$ cat src/rtl/line_responder.sv
// Command back end for the line console: latches a typed line, runs a one-letter
// command (E/R/U/L) and builds the reply string for the I/O controller to display.
module line_responder #(
    parameter int MAX_CHARS = 64,
    parameter int RES_CHARS = 128
) (
    input  logic                   clk,
    input  logic                   rst_n,
    input  logic                   finish,
    input  logic [8*MAX_CHARS-1:0] buff,
    input  logic [63:0]            buff_len,
    output logic [8*RES_CHARS-1:0] result,
    output logic [7:0]             result_len,
    output logic                   ready,
    output logic                   busy
);

    localparam int CW = $clog2(MAX_CHARS + 1);
    localparam int IW = $clog2(MAX_CHARS);
    localparam int RW = $clog2(RES_CHARS);

    typedef enum logic [2:0] {ST_IDLE, ST_LATCH, ST_PARSE, ST_PROC, ST_DONE} state_t;
    typedef enum logic [2:0] {CMD_NONE, CMD_ECHO, CMD_REV, CMD_UP, CMD_LEN, CMD_ERR} cmd_t;

    state_t                 state_r;
    cmd_t                   cmd_r;
    cmd_t                   cmd_s;
    logic                   finish_meta_r;
    logic                   finish_sync_r;
    logic                   finish_prev_r;
    logic                   rise_s;
    logic [8*MAX_CHARS-1:0] line_r;
    logic [CW-1:0]          n_r;
    logic [CW-1:0]          m_r;
    logic [CW-1:0]          p_r;
    logic [CW-1:0]          cnt_r;
    logic [CW-1:0]          n_s;
    logic [CW-1:0]          m_s;
    logic [CW-1:0]          p_s;
    logic [IW-1:0]          src_idx_s;
    logic [7:0]             src_byte_s;
    logic [7:0]             proc_byte_s;
    logic [7:0]             tens_s;
    logic [7:0]             ones_s;
    logic [8*RES_CHARS-1:0] result_r;
    logic [7:0]             result_len_r;
    logic                   ready_r;
    logic                   busy_r;

    assign rise_s     = finish_sync_r & ~finish_prev_r;
    assign result     = result_r;
    assign result_len = result_len_r;
    assign ready      = ready_r;
    assign busy       = busy_r;

    // Character count from the bit length, clipped to the line capacity.
    always_comb begin
        n_s = '0;
        m_s = '0;
        if (buff_len > 64'(8 * MAX_CHARS)) begin
            n_s = CW'(MAX_CHARS);
        end else begin
            n_s = buff_len[CW+2:3];
        end
        if (n_s >= CW'(2)) begin
            m_s = n_s - CW'(2);
        end else begin
            m_s = '0;
        end
    end

    // Command decode of the latched line and the number of processing cycles.
    always_comb begin
        cmd_s = CMD_ERR;
        p_s   = CW'(1);
        if (n_r == '0) begin
            cmd_s = CMD_NONE;
        end else if ((n_r >= CW'(2)) && (line_r[15:8] == 8'h20)) begin
            case (line_r[7:0])
                8'h45:   cmd_s = CMD_ECHO;
                8'h52:   cmd_s = CMD_REV;
                8'h55:   cmd_s = CMD_UP;
                8'h4C:   cmd_s = CMD_LEN;
                default: cmd_s = CMD_ERR;
            endcase
        end else begin
            cmd_s = CMD_ERR;
        end
        if (((cmd_s == CMD_ECHO) || (cmd_s == CMD_REV) || (cmd_s == CMD_UP)) && (m_r != '0)) begin
            p_s = m_r;
        end else begin
            p_s = CW'(1);
        end
    end

    // Source character for the current output index, with optional upper-casing.
    always_comb begin
        src_idx_s   = '0;
        proc_byte_s = 8'h00;
        if (cmd_r == CMD_REV) begin
            src_idx_s = IW'(n_r - CW'(1) - cnt_r);
        end else begin
            src_idx_s = IW'(cnt_r + CW'(2));
        end
        src_byte_s = line_r[{src_idx_s, 3'b000} +: 8];
        if ((cmd_r == CMD_UP) && (src_byte_s >= 8'h61) && (src_byte_s <= 8'h7A)) begin
            proc_byte_s = src_byte_s - 8'h20;
        end else begin
            proc_byte_s = src_byte_s;
        end
        tens_s = 8'(m_r / CW'(10));
        ones_s = 8'(m_r % CW'(10));
    end

    // Finish synchronizer, edge history and the command FSM with registered outputs.
    always_ff @(posedge clk or negedge rst_n) begin
        if (!rst_n) begin
            finish_meta_r <= 1'b0;
            finish_sync_r <= 1'b0;
            finish_prev_r <= 1'b0;
            state_r       <= ST_IDLE;
            cmd_r         <= CMD_NONE;
            line_r        <= '0;
            n_r           <= '0;
            m_r           <= '0;
            p_r           <= '0;
            cnt_r         <= '0;
            result_r      <= '0;
            result_len_r  <= 8'h00;
            ready_r       <= 1'b0;
            busy_r        <= 1'b0;
        end else begin
            finish_meta_r <= finish;
            finish_sync_r <= finish_meta_r;
            finish_prev_r <= finish_sync_r;
            case (state_r)
                ST_IDLE, ST_DONE: begin
                    if (rise_s) begin
                        line_r       <= buff;
                        n_r          <= n_s;
                        m_r          <= m_s;
                        result_r     <= '0;
                        result_len_r <= 8'h00;
                        ready_r      <= 1'b0;
                        busy_r       <= 1'b1;
                        state_r      <= ST_LATCH;
                    end
                end
                ST_LATCH: begin
                    cmd_r   <= cmd_s;
                    p_r     <= p_s;
                    cnt_r   <= '0;
                    state_r <= ST_PARSE;
                end
                ST_PARSE, ST_PROC: begin
                    if (cnt_r == p_r) begin
                        ready_r <= 1'b1;
                        busy_r  <= 1'b0;
                        state_r <= ST_DONE;
                    end else begin
                        cnt_r   <= cnt_r + CW'(1);
                        state_r <= ST_PROC;
                        case (cmd_r)
                            CMD_ECHO, CMD_REV, CMD_UP: begin
                                if (m_r != '0) begin
                                    result_r[{RW'(cnt_r), 3'b000} +: 8] <= proc_byte_s;
                                    result_len_r                       <= 8'(m_r);
                                end
                            end
                            CMD_LEN: begin
                                result_r[7:0]  <= 8'h30 + tens_s;
                                result_r[15:8] <= 8'h30 + ones_s;
                                result_len_r   <= 8'h02;
                            end
                            CMD_ERR: begin
                                result_r[23:0] <= 24'h525245;
                                result_len_r   <= 8'h03;
                            end
                            default: begin
                                result_len_r <= 8'h00;
                            end
                        endcase
                    end
                end
                default: begin
                    state_r <= ST_IDLE;
                    busy_r  <= 1'b0;
                end
            endcase
        end
    end

endmodule

$ cat config.mk
export PLATFORM = sky130hd
export DESIGN_NAME = line_responder
export DESIGN_NICKNAME = d
export VERILOG_FILES = /design/src/rtl/line_responder.sv
export SDC_FILE = /design/constraint.sdc
export NUM_CORES = 2
export LEC_CHECK = 0
export CORE_AREA = 2 2 624 626
export CTS_CLUSTER_DIAMETER = 150
export CTS_CLUSTER_SIZE = 40
export DETAILED_ROUTE_END_ITERATION = 12
export DIE_AREA = 0 0 626 628
export GPL_ROUTABILITY_DRIVEN = 0
export PLACE_DENSITY = 0.35
export SLEW_MARGIN = 20
export SYNTH_ARGS = -nofsm -noshare
export SYNTH_HDL_FRONTEND = slang
export SYNTH_SLANG_ARGS = --single-unit
$ cat constraint.sdc
create_clock -name clk -period 10.3 [get_ports clk]
set_clock_uncertainty 0.1 [all_clocks]
set_input_delay 2.06 -clock clk [delete_from_list [all_inputs] [get_ports clk]]
set_output_delay 2.06 -clock clk [all_outputs]
set_load 0.1 [all_outputs]
==> results.toml <==
[outcome]
status = "completed"

[finish]
postLayoutCoreUtil_pct = 23.57
layout-drive-gt1-share_pct = 6.866
areaGrowthSynthToFinish_pct = 35.69
final_cells = 13670
nets = 9036

[critical_path]
critPathLaunchType = "flip-flop"
critPathMaxFanout = 72
reg2regPathDepth = 16
r2r-start = "cnt_r[1]$_DFFE_PN0P_"
reg2reg_to = "result[71]$_DFFE_PN0P_"
slowest_stage = "mux2i_4"
path_cells = "buf_4 > inv_1 > ha_1 > inv_1 > mux2i_4 > buf_4 > nor2_2 > a32oi_1 > a21oi_1 > a311oi_1 > mux2_4 > nand2_1 > a211oi_4 > o31a_2 > buf_12 > o21ai_0"
crit_family = "compound AO/OA/AOI/OAI gates"
path_class = "reg2reg"
r2r_setup_slack_ps = 2250
cp.required_ps = 10820
critPathArrivalTime_ps = 8570
end_kind = "flip-flop"
crit_path_max_incr_delay_ps = 790
critPathBufInv = 5

[logic_synthesis]
yosysWarnings = 0
yosysTopAreaCell = "dfrtp_1"
netlist_instances = 7047
synth_edf_count = 0
netlist_area_mm2 = 0.06723
synth_nets = 7641
yosys-top-cells-count = "2,765 x nand2_1, 1,582 x dfrtp_1, 664 x o21ai_0, 419 x a22o_1, 290 x clkbuf_1"
yosysUniqueCellTypes = 88
seq_area_frac_synth_pct = 58.89
synthArstFlopShare_pct = 100.0
yosys-top-cells-area = "dfrtp_1 59%, nand2_1 15%, a22o_1 5.5%"
ys_ff_latch = 1582
ys.flop_type = "dfrtp_1"
avgSynthCellArea_um2 = 9.540
yosysMostFrequentCell = "nand2_1"
synth_top_area_share_pct = 58.89

[global_route]
grt_pass1_vias = 61320
track_usage_pct = 21.66
grt_remaining_overflow = 0
antenna_found_initial = 48
grt_pass1_wl_um = 584200
grt_max_degree = 170

[worst_hold_path]
min_path_type = "reg2reg"
min_path_cells = 0
whs_endpoint = "finish_sync_r$_DFF_PN0_"
worstHoldStart = "finish_meta_r$_DFF_PN0_"

[timing]
tightestPinTransition_ps = 1223
hold_ws_ps = 283.6
report.final.setup_viol = 0
period_share_pct = 78.11
rsz0062_at_grt = "false"
period_needed_ps = 8046
hold_violations = 0
max_freq_ghz = 0.1243
max-slew-margin-rel_pct = 18.18
setup_tns_ps = 0
setup_slack_ps = 2254
slew_viol_final = 0

[clock_network]
clk_pin_slew_ps = 150
cts_buffers = 49
post_cts_buffers = 0
cts_resized = 0
cts-hold-fix-buffers = 0
cts_tree = "yes"
clock-sinks = 1582
cts_max_path_buffers = 3
clkLatencyLatePin_ps = 790
htree_num_levels = 2
cts-root-buf = "clkbuf_16"

[die]
initial_core_util_pct = 17.37
ioPinCount = 1613
dieWidth_um = 626
fp.dieH_um = 628
core_area_mm2 = 0.3871
row_count = 229
die_area_mm2 = 0.3931

[flow_run]
maxCapViolCount = 0

[detailed_routing]
wl_per_cell_um = 32.12
first_iter_violations = 4298
drc = 0
num_vias = 60030
ant_nets = 0
first_pass_iters = 5
vias_per_cell = 4.390
wl_um = 439100

[pwr]
p_leak_nw = 39.30
ir_drop_mv = 0.4169
p_per_area_mw_per_mm2 = 264.7

[placed_design]
post-place-ws_ps = 2124
portBuffers = 1611
hpwl_um = 335700
dp_cells = 13590
worst reg2reg max path, cell delays in order (launching register included):
cell and delay [ps]:
dfrtp_2 370, buf_4 420, inv_1 470, ha_1 700, inv_1 240, mux2i_4 790
buf_4 520, nor2_2 270, a32oi_1 610, a21oi_1 190, a311oi_1 430, mux2_4 680
nand2_1 250, a211oi_4 390, o31a_2 410, buf_12 370, o21ai_0 670
area by class of cell:
cell class                 instances  area [um^2]
clock inverter                    21        291.5
timing repair buffer            1748        17230
multi-input combinational       5031        26230
sequential                      1582        39590
inverter                          30        112.6
tap                             5197         6502
fill                           42150       295900
clock buffer                      50         1230
antenna                           14        35.03
sequential cells by signal, summed over array words and instances, names as in the netlist, 3 cells and up:
signal	flops
result	1024
line_r	512
cnt_r	7
m_r	7
n_r	7
p_r	7
result_len	7
cmd_r	3
state_r	3
per-layer routing:
layer	wire length, um	vias to the layer above	GRT usage [%]
met5	171	-	0
met4	16890	26	7.210
met3	20260	388	2.875
met2	232500	1964	40.63
met1	169300	31050	24.99
li1	-	26600	-
cells by family (layout without fill, tap and decap cells):
group	after synthesis	count (layout)	share of synthesized area, %
mux	123	123	2.600
flops	1582	1582	58.89
other cells	1	15	0.005578
xor+xnor	28	28	0.3648
buf+inv	434	1849	2.877
fa+ha+maj	15	15	0.2903
simple gates	3391	3391	20.06
compound gates	1473	1473	14.92
layout by cell type (no fill, tap or decap), types with 12 or more instances in the layout:
cell	count
nor2_2	27
inv_1	30
mux2_2	14
xnor2_1	17
mux2i_1	63
nor2_4	12
o21ai_2	100
nand2_2	16
o21ai_0	663
nor2_1	203
mux4_2	39
clkbuf_16	49
nor2b_1	12
o21ai_1	29
clkdlybuf4s50_1	1524
buf_4	178
a22o_1	419
nor3_1	27
a211oi_1	35
nand4_1	23
nand2_1	2748
a31oi_1	20
and3_1	17
nor4_1	20
a22oi_1	12
a21oi_1	49
dfrtp_1	1580
nand3_1	187
nand2b_1	14
diode_2	14
ha_1	13
buf_12	19
o211ai_1	15
and2_1	16
buf_2	18
metrics by stage:
stage | total power, W | cell area [um^2]
after detailed placement | 0.02160 | 89590
after floorplan | 0.01410 | 67230
after global routing | 0.02549 | 91190
final | 0.02415 | 91220
after CTS | 0.02483 | 91110
after global placement | 0.02149 | 89530
worst max path at each step:
stage	startpoint	endpoint	slack (ps)	cells after the start
after global placement	cnt_r[1]$_DFFE_PN0P_	result[158]$_DFFE_PN0P_	1450	17
final	cnt_r[1]$_DFFE_PN0P_	result[71]$_DFFE_PN0P_	2250	16
after CTS	cnt_r[1]$_DFFE_PN0P_	result[910]$_DFFE_PN0P_	2120	18
after floorplan	cnt_r[0]$_DFFE_PN0P_	result[1006]$_DFFE_PN0P_	5110	21
after detailed placement	cnt_r[1]$_DFFE_PN0P_	result[190]$_DFFE_PN0P_	2120	18
after global routing	cnt_r[1]$_DFFE_PN0P_	result[71]$_DFFE_PN0P_	1930	16
power by group:
part / total, W / switching, W / internal, W
sequential: 0.00822 / 0.000970 / 0.00725
combinational: 0.0128 / 0.0102 / 0.00256
clock: 0.00315 / 0.00221 / 0.000947
Note: power is estimated with default switching activity, not from simulation.
